## config.mk

```make
export PLATFORM = sky130hd
export DESIGN_NAME = mem_arbiter_flat
export DESIGN_NICKNAME = d
export VERILOG_FILES = /design/src/rtl/mem_arbiter_if.sv /design/src/rtl/mem_arbiter.sv /design/src/flat_wrapper.sv
export SDC_FILE = /design/constraint.sdc
export NUM_CORES = 1
export LEC_CHECK = 0
export BUFFER_PORTS_ARGS = -buffer_cell sky130_fd_sc_hd__buf_2
export CORE_AREA = 2 2 116 118
export CTS_CLUSTER_DIAMETER = 150
export DETAILED_ROUTE_END_ITERATION = 6
export DIE_AREA = 0 0 118 120
export SKIP_LAST_GASP = 1
export SLEW_MARGIN = 20
export SYNTH_ARGS = -nofsm -noshare
export SYNTH_HDL_FRONTEND = slang
export SYNTH_SLANG_ARGS = --single-unit
```

## constraint.sdc

```tcl
create_clock -name clk -period 2.2 [get_ports clk]
set_input_delay 0.33 -clock clk [delete_from_list [all_inputs] [get_ports clk]]
set_output_delay 0.33 -clock clk [all_outputs]
set_load 0.03 [all_outputs]
```

## src/rtl/mem_arbiter_if.sv

```systemverilog
// Bus bundle between the MIPS datapath, the debug/loader port, the shared memory
// and the arbiter that sits in the middle of them.
interface mem_arbiter_if #(
    parameter int ADDR_W = 32,
    parameter int DATA_W = 32
);
    logic              cpu_req;
    logic              cpu_we;
    logic [ADDR_W-1:0] cpu_addr;
    logic [DATA_W-1:0] cpu_wdata;
    logic              cpu_gnt;
    logic              cpu_rvalid;
    logic [DATA_W-1:0] cpu_rdata;
    logic              cpu_stall;

    logic              dbg_req;
    logic              dbg_we;
    logic [ADDR_W-1:0] dbg_addr;
    logic [DATA_W-1:0] dbg_wdata;
    logic              dbg_gnt;
    logic              dbg_rvalid;
    logic [DATA_W-1:0] dbg_rdata;

    logic              mem_en;
    logic              mem_we;
    logic [ADDR_W-1:0] mem_addr;
    logic [DATA_W-1:0] mem_wdata;
    logic [DATA_W-1:0] mem_rdata;
    logic              busy;

    // arbiter side
    modport slave (
        input  cpu_req, cpu_we, cpu_addr, cpu_wdata,
        output cpu_gnt, cpu_rvalid, cpu_rdata, cpu_stall,
        input  dbg_req, dbg_we, dbg_addr, dbg_wdata,
        output dbg_gnt, dbg_rvalid, dbg_rdata,
        output mem_en, mem_we, mem_addr, mem_wdata, busy,
        input  mem_rdata
    );

    // requesters plus memory side
    modport master (
        output cpu_req, cpu_we, cpu_addr, cpu_wdata,
        input  cpu_gnt, cpu_rvalid, cpu_rdata, cpu_stall,
        output dbg_req, dbg_we, dbg_addr, dbg_wdata,
        input  dbg_gnt, dbg_rvalid, dbg_rdata,
        input  mem_en, mem_we, mem_addr, mem_wdata, busy,
        output mem_rdata
    );
endinterface

```

## src/rtl/mem_arbiter.sv

```systemverilog
// Round-robin arbiter sharing the unified instruction/data memory between the CPU
// and the debug/loader port, with one outstanding read of fixed latency.
module mem_arbiter #(
    parameter int ADDR_W  = 32,
    parameter int DATA_W  = 32,
    parameter int MEM_LAT = 1
) (
    input  logic          clk,
    input  logic          rst,
    mem_arbiter_if.slave  bus
);
    localparam logic [0:0] IDLE    = 1'b0;
    localparam logic [0:0] RD_WAIT = 1'b1;
    localparam logic       CPU     = 1'b0;
    localparam logic       DBG     = 1'b1;

    typedef struct packed {
        logic              we;
        logic [ADDR_W-1:0] addr;
        logic [DATA_W-1:0] wdata;
    } req_t;

    logic [0:0] state;
    logic [2:0] cnt;
    logic       last;
    logic       owner;

    logic rd_done, can_grant, pick_dbg, gnt_cpu, gnt_dbg, any_gnt;
    req_t cpu_r, dbg_r, win;

    assign cpu_r = '{we: bus.cpu_we, addr: bus.cpu_addr, wdata: bus.cpu_wdata};
    assign dbg_r = '{we: bus.dbg_we, addr: bus.dbg_addr, wdata: bus.dbg_wdata};

    // Outputs are forced to their reset values while rst is high, so an in-flight
    // read can never complete in the reset cycle.
    assign rd_done   = !rst && (state == RD_WAIT) && (cnt == 3'd1);
    assign can_grant = !rst && ((state == IDLE) || rd_done);
    assign pick_dbg  = bus.dbg_req && (!bus.cpu_req || (last == CPU));
    assign gnt_cpu   = can_grant && bus.cpu_req && !pick_dbg;
    assign gnt_dbg   = can_grant && pick_dbg;
    assign any_gnt   = gnt_cpu || gnt_dbg;
    assign win       = pick_dbg ? dbg_r : cpu_r;

    assign bus.cpu_gnt   = gnt_cpu;
    assign bus.dbg_gnt   = gnt_dbg;
    assign bus.mem_en    = any_gnt;
    assign bus.mem_we    = any_gnt && win.we;
    assign bus.mem_addr  = any_gnt ? win.addr  : '0;
    assign bus.mem_wdata = any_gnt ? win.wdata : '0;

    assign bus.cpu_rvalid = rd_done && (owner == CPU);
    assign bus.dbg_rvalid = rd_done && (owner == DBG);
    assign bus.cpu_rdata  = bus.mem_rdata;
    assign bus.dbg_rdata  = bus.mem_rdata;
    assign bus.busy       = !rst && (state == RD_WAIT);

    // Stall covers both the wait for a grant and the wait for a CPU read to return.
    assign bus.cpu_stall = !rst &&
        ((bus.cpu_req && !(gnt_cpu && bus.cpu_we)) ||
         ((state == RD_WAIT) && (owner == CPU) && !rd_done));

    always_ff @(posedge clk) begin
        if (rst) begin
            state <= IDLE;
            cnt   <= 3'd0;
            last  <= DBG;
            owner <= CPU;
        end else begin
            if (any_gnt)
                last <= gnt_dbg;
            if (any_gnt && !win.we) begin
                state <= RD_WAIT;
                cnt   <= 3'(MEM_LAT);
                owner <= gnt_dbg;
            end else if (rd_done) begin
                state <= IDLE;
                cnt   <= 3'd0;
            end else if (state == RD_WAIT) begin
                cnt   <= cnt - 3'd1;
            end
        end
    end
endmodule

```

## src/flat_wrapper.sv

```systemverilog
// flat-port wrapper written by rule: the top's interface ports become plain ports
module mem_arbiter_flat 
#(
    parameter int ADDR_W  = 32,
    parameter int DATA_W  = 32,
    parameter int MEM_LAT = 1
)
  (clk, rst, bus_cpu_req, bus_cpu_we, bus_cpu_addr, bus_cpu_wdata, bus_cpu_gnt, bus_cpu_rvalid, bus_cpu_rdata, bus_cpu_stall, bus_dbg_req, bus_dbg_we, bus_dbg_addr, bus_dbg_wdata, bus_dbg_gnt, bus_dbg_rvalid, bus_dbg_rdata, bus_mem_en, bus_mem_we, bus_mem_addr, bus_mem_wdata, bus_busy, bus_mem_rdata);
  mem_arbiter_if #(.ADDR_W(ADDR_W), .DATA_W(DATA_W)) bus_i ();
  input  logic clk;
  input  logic rst;
  input wire logic [$bits(bus_i.cpu_req)-1:0] bus_cpu_req;
  input wire logic [$bits(bus_i.cpu_we)-1:0] bus_cpu_we;
  input wire logic [$bits(bus_i.cpu_addr)-1:0] bus_cpu_addr;
  input wire logic [$bits(bus_i.cpu_wdata)-1:0] bus_cpu_wdata;
  output wire logic [$bits(bus_i.cpu_gnt)-1:0] bus_cpu_gnt;
  output wire logic [$bits(bus_i.cpu_rvalid)-1:0] bus_cpu_rvalid;
  output wire logic [$bits(bus_i.cpu_rdata)-1:0] bus_cpu_rdata;
  output wire logic [$bits(bus_i.cpu_stall)-1:0] bus_cpu_stall;
  input wire logic [$bits(bus_i.dbg_req)-1:0] bus_dbg_req;
  input wire logic [$bits(bus_i.dbg_we)-1:0] bus_dbg_we;
  input wire logic [$bits(bus_i.dbg_addr)-1:0] bus_dbg_addr;
  input wire logic [$bits(bus_i.dbg_wdata)-1:0] bus_dbg_wdata;
  output wire logic [$bits(bus_i.dbg_gnt)-1:0] bus_dbg_gnt;
  output wire logic [$bits(bus_i.dbg_rvalid)-1:0] bus_dbg_rvalid;
  output wire logic [$bits(bus_i.dbg_rdata)-1:0] bus_dbg_rdata;
  output wire logic [$bits(bus_i.mem_en)-1:0] bus_mem_en;
  output wire logic [$bits(bus_i.mem_we)-1:0] bus_mem_we;
  output wire logic [$bits(bus_i.mem_addr)-1:0] bus_mem_addr;
  output wire logic [$bits(bus_i.mem_wdata)-1:0] bus_mem_wdata;
  output wire logic [$bits(bus_i.busy)-1:0] bus_busy;
  input wire logic [$bits(bus_i.mem_rdata)-1:0] bus_mem_rdata;
  assign bus_i.cpu_req = bus_cpu_req;
  assign bus_i.cpu_we = bus_cpu_we;
  assign bus_i.cpu_addr = bus_cpu_addr;
  assign bus_i.cpu_wdata = bus_cpu_wdata;
  assign bus_cpu_gnt = bus_i.cpu_gnt;
  assign bus_cpu_rvalid = bus_i.cpu_rvalid;
  assign bus_cpu_rdata = bus_i.cpu_rdata;
  assign bus_cpu_stall = bus_i.cpu_stall;
  assign bus_i.dbg_req = bus_dbg_req;
  assign bus_i.dbg_we = bus_dbg_we;
  assign bus_i.dbg_addr = bus_dbg_addr;
  assign bus_i.dbg_wdata = bus_dbg_wdata;
  assign bus_dbg_gnt = bus_i.dbg_gnt;
  assign bus_dbg_rvalid = bus_i.dbg_rvalid;
  assign bus_dbg_rdata = bus_i.dbg_rdata;
  assign bus_mem_en = bus_i.mem_en;
  assign bus_mem_we = bus_i.mem_we;
  assign bus_mem_addr = bus_i.mem_addr;
  assign bus_mem_wdata = bus_i.mem_wdata;
  assign bus_busy = bus_i.busy;
  assign bus_i.mem_rdata = bus_mem_rdata;
  mem_arbiter #(.ADDR_W(ADDR_W), .DATA_W(DATA_W), .MEM_LAT(MEM_LAT)) u_core (.clk(clk), .rst(rst), .bus(bus_i));
endmodule
```

==> metrics <==
slowest stage cell, crit path sky130_fd_sc_hd__dfxtp_2; post-synthesis cell area 0.00204 mm²; initial core utilization 15.7%; worst voltage drop across the vdd grid 0.366 mV; total CTS buffers 3; routed len/inst around 12 µm; Worst R2R Setup Slack 0.55 ns; dominant combinational cell family by area after synthesis buffers and inverters; DR iter-0 viols ~80; xor/xnor cell area share of the yosys netlist less than 1%; Slew headroom 73.9%; maximum number of pins on one net before global-route repair 36; Chip Width 118 µm; number of antenna violations at the first check in global routing 0; hold buffer count at cts 0; sum of routed wire length over all layers 7.65 mm; critical path launch point type flop; DRT Pass-1 Iters 4; fraction of layout cells with a size suffix above 1 60.8%; first-pass GRT wire length between 10 and 15 mm; ports placed on the boundary between 300 and 400; measured slew at the worst slew-check pin ~0.39 ns; DRC Markers 0; smallest setup slack after layout 0.0667 ns; top achievable clock speed 469 MHz; maximum fanout along the worst path 17; Adder-Cell Fraction of Synth Area roughly 1.2%; clk slew on worst S/H paths roughly 0.030 ns; clock root buffer sky130_fd_sc_hd__clkbuf_16; post-place setup slack 0.153 ns; type of the setup path with the least slack reg -> out; area fraction in and, or, nand and nor cells after synthesis 28.8%; net count after synthesis 496; max-slew violation count 0; Worst EP required 1.87 ns; site row count 42; Max Root-Sink Buffers 2; status complete, no violations; Antenna Cells 0; worst clock skew on the final layout approximately 0.002 ns; R2R cell count 8; via count of the first global-routing pass around 2,200; grt total ovfl 0; Avg Inst Size Synth approximately 6.2 µm²; total global routing track utilization 8.93%; clock tree from TritonCTS done; max-capacitance violation count 0; Vias about 2,500; total of endpoints with negative setup slack in the final report 0; final critical-path share of the clock period 97.0%; count of unique library cells instantiated by Yosys 29; Die Outline Area about 0.014 mm²; die height 120 µm; area of all sequential standard cells 121 µm²; P per Cell Area 421 mW/mm²; area of the multi-input gates 0.00130 mm²; placed cell count 629; Floorplan Core Area 0.0130 mm²; static leakage power 1.59 nW; cell-by-cell trace of the critical path ha_4 -> nand2b_4 -> a21oi_4 -> o21ai_4 -> clkbuf_16 -> a21oi_2 -> buf_2; largest delay contributor family on the critical path compound AO/OA/AOI/OAI gates; number of standard cells in the layout, taps in and fillers out 640; number of warnings printed during yosys synthesis 0; endpoint kind of the worst setup timing path output port; Clock Latency Late Sink about 0.23 ns; number of vias per cell around 4; net count of the finished layout ~630; layout-stage area growth over the synthesis result 47.1%; instance count of the mapped netlist 328; overall power consumption between 1 and 1.5 mW; area fraction in compound gates after synthesis 30.4%; shortest period the worst path allows 2.13 ns; mux contribution to synthesized area 0.491%; share of synthesized area occupied by flip-flops and latches under 10%; buffers and inverters on the worst path 2; number of flip-flops and latches in the synthesized netlist 6; Min-Delay Path Depth 2; post-detailed-route count of antenna-violating nets 0; I/O Buffers 205; arrival time at the worst endpoint 1.80 ns; Final Hold Vio Count 0; number of sinks on the clock net 6; path type of the worst min-delay path in -> reg; fillcell total 1,476; routability congestion estimate 0.721; H-Tree Depth 1; half-perimeter wire length of the detailed placement result approximately 5.5 mm; total stage count of the critical path 7; delay of the slowest cell on the worst path 0.36 ns
==> per-layer routing <==
metal | track usage, % | part of all wire [%] | up-vias
met5 | 0 | 0 | -
met4 | 3.61 | 3.1 | 0
met3 | 2.28 | 8.9 | 34
met2 | 16.0 | 48 | 143
met1 | 10.1 | 40 | 1058
li1 | - | - | 1262
==> registers in the layout, indices dropped and copies added (netlist names) <==
register      count
u_core.state      1
u_core.last       1
u_core.cnt        3
u_core.owner      1
==> power by group <==
part	internal, mW	switching, mW	total [mW]	leakage, nW
clock	0.234	0.0650	0.299	0.0370
sequential	0.121	0.0153	0.137	0.0496
combinational	0.318	0.509	0.827	1.51
==> stage by stage <==
step / TNS, ns / area, µm² / util [%] / hold WS, ns
2_1_floorplan: 0 / 2040 / - / 0.435
3_3_place_gp: 0 / 2740 / 21.1 / 0.554
3_5_place_dp: 0 / 2740 / 21.1 / 0.580
4_1_cts: 0 / 2860 / 22.0 / 0.403
5_1_grt: -0.00277 / 3000 / 23.1 / 0.449
6_report: 0 / 3000 / 23.1 / 0.410
==> area by class of cell <==
| cell class | count | area share [%] |
|---|---|---|
| Multi-Input combinational cell | 230 | 43.2 |
| Timing Repair Buffer | 219 | 42.1 |
| Tap cell | 176 | 7.34 |
| Sequential cell | 6 | 4.05 |
| Clock buffer | 3 | 2.50 |
| Inverter | 6 | 0.751 |
==> kinds of logic after synthesis <==
logic type                 after synthesis
and+or+nand+nor                        147
buffers and inverters                   93
AOI/OAI and AO/OA                       78
DFF                                      6
adders and majority gates                2
xor gates and xnor gates                 1
muxes                                    1
==> worst reg2reg max path: cells and delay by family, from the launching register on <==
family	cells	cell delay, ns
AO/OA/AOI/OAI	2	0.41
adder cells (fa/ha/maj)	1	0.17
buffers and inverters	2	0.27
flip-flops	1	0.36
AND/OR/NAND/NOR	3	0.33
==> what timing repair did <==
action,CTS,global route
setup endpoints to repair,59,63
pin swaps,0,1
setup buffers,2,2
resized for setup,8,13
gates cloned,0,4
==> worst paths after layout <==
check | from | end
worst max-delay path | u_core.cnt[0] | bus_mem_wdata[4]
worst min-delay path | rst | u_core.state
worst max register to register | u_core.cnt[0] | u_core.cnt[1]
worst min register to register | u_core.cnt[0] | u_core.cnt[0]
==> Yosys cell counts <==
| cell | instances | share of area [%] |
|---|---|---|
| sky130_fd_sc_hd__a21oi_4 | 1 | 0.80 |
| sky130_fd_sc_hd__o21a_1 | 1 | 0.37 |
| sky130_fd_sc_hd__a21bo_2 | 1 | 0.49 |
| sky130_fd_sc_hd__and2_1 | 1 | 0.31 |
| sky130_fd_sc_hd__a21oi_2 | 50 | 21 |
| sky130_fd_sc_hd__clkbuf_1 | 4 | 0.74 |
| sky130_fd_sc_hd__and4_1 | 1 | 0.43 |
| sky130_fd_sc_hd__buf_6 | 7 | 3.9 |
| sky130_fd_sc_hd__a211o_1 | 1 | 0.43 |
| sky130_fd_sc_hd__nor3b_1 | 1 | 0.37 |
| sky130_fd_sc_hd__mux2i_1 | 1 | 0.49 |
| sky130_fd_sc_hd__buf_4 | 69 | 25 |
| sky130_fd_sc_hd__a21oi_1 | 18 | 4.4 |
| sky130_fd_sc_hd__and3_1 | 3 | 0.92 |
| sky130_fd_sc_hd__nor2b_1 | 2 | 0.61 |
| sky130_fd_sc_hd__buf_2 | 7 | 1.7 |
| sky130_fd_sc_hd__o21ai_2 | 1 | 0.43 |
| sky130_fd_sc_hd__a211oi_1 | 1 | 0.37 |
| sky130_fd_sc_hd__inv_1 | 6 | 1.1 |
| sky130_fd_sc_hd__nand2b_4 | 1 | 0.67 |
| sky130_fd_sc_hd__a32oi_1 | 1 | 0.43 |
| sky130_fd_sc_hd__ha_1 | 2 | 1.2 |
| sky130_fd_sc_hd__a21boi_2 | 1 | 0.55 |
| sky130_fd_sc_hd__nor3_1 | 1 | 0.25 |
| sky130_fd_sc_hd__xnor2_1 | 1 | 0.43 |
| sky130_fd_sc_hd__a31oi_1 | 2 | 0.61 |
| sky130_fd_sc_hd__nor2_1 | 5 | 0.92 |
| sky130_fd_sc_hd__nand2_1 | 132 | 24 |
| sky130_fd_sc_hd__dfxtp_1 | 6 | 5.9 |
==> cell usage in the layout, fill, tap and decap left out, types with 2 or more instances in the layout <==
cell / n
sky130_fd_sc_hd__buf_12: 3
sky130_fd_sc_hd__a31oi_1: 2
sky130_fd_sc_hd__buf_2: 194
sky130_fd_sc_hd__buf_4: 11
sky130_fd_sc_hd__inv_1: 5
sky130_fd_sc_hd__nor2b_1: 2
sky130_fd_sc_hd__dfxtp_1: 5
sky130_fd_sc_hd__a21oi_1: 17
sky130_fd_sc_hd__o21ai_4: 2
sky130_fd_sc_hd__and3_1: 3
sky130_fd_sc_hd__clkbuf_4: 4
sky130_fd_sc_hd__a21oi_2: 51
sky130_fd_sc_hd__nor2_1: 5
sky130_fd_sc_hd__clkbuf_16: 6
sky130_fd_sc_hd__buf_6: 4
sky130_fd_sc_hd__nand2_1: 132
Power figures use the tool's default switching activity.
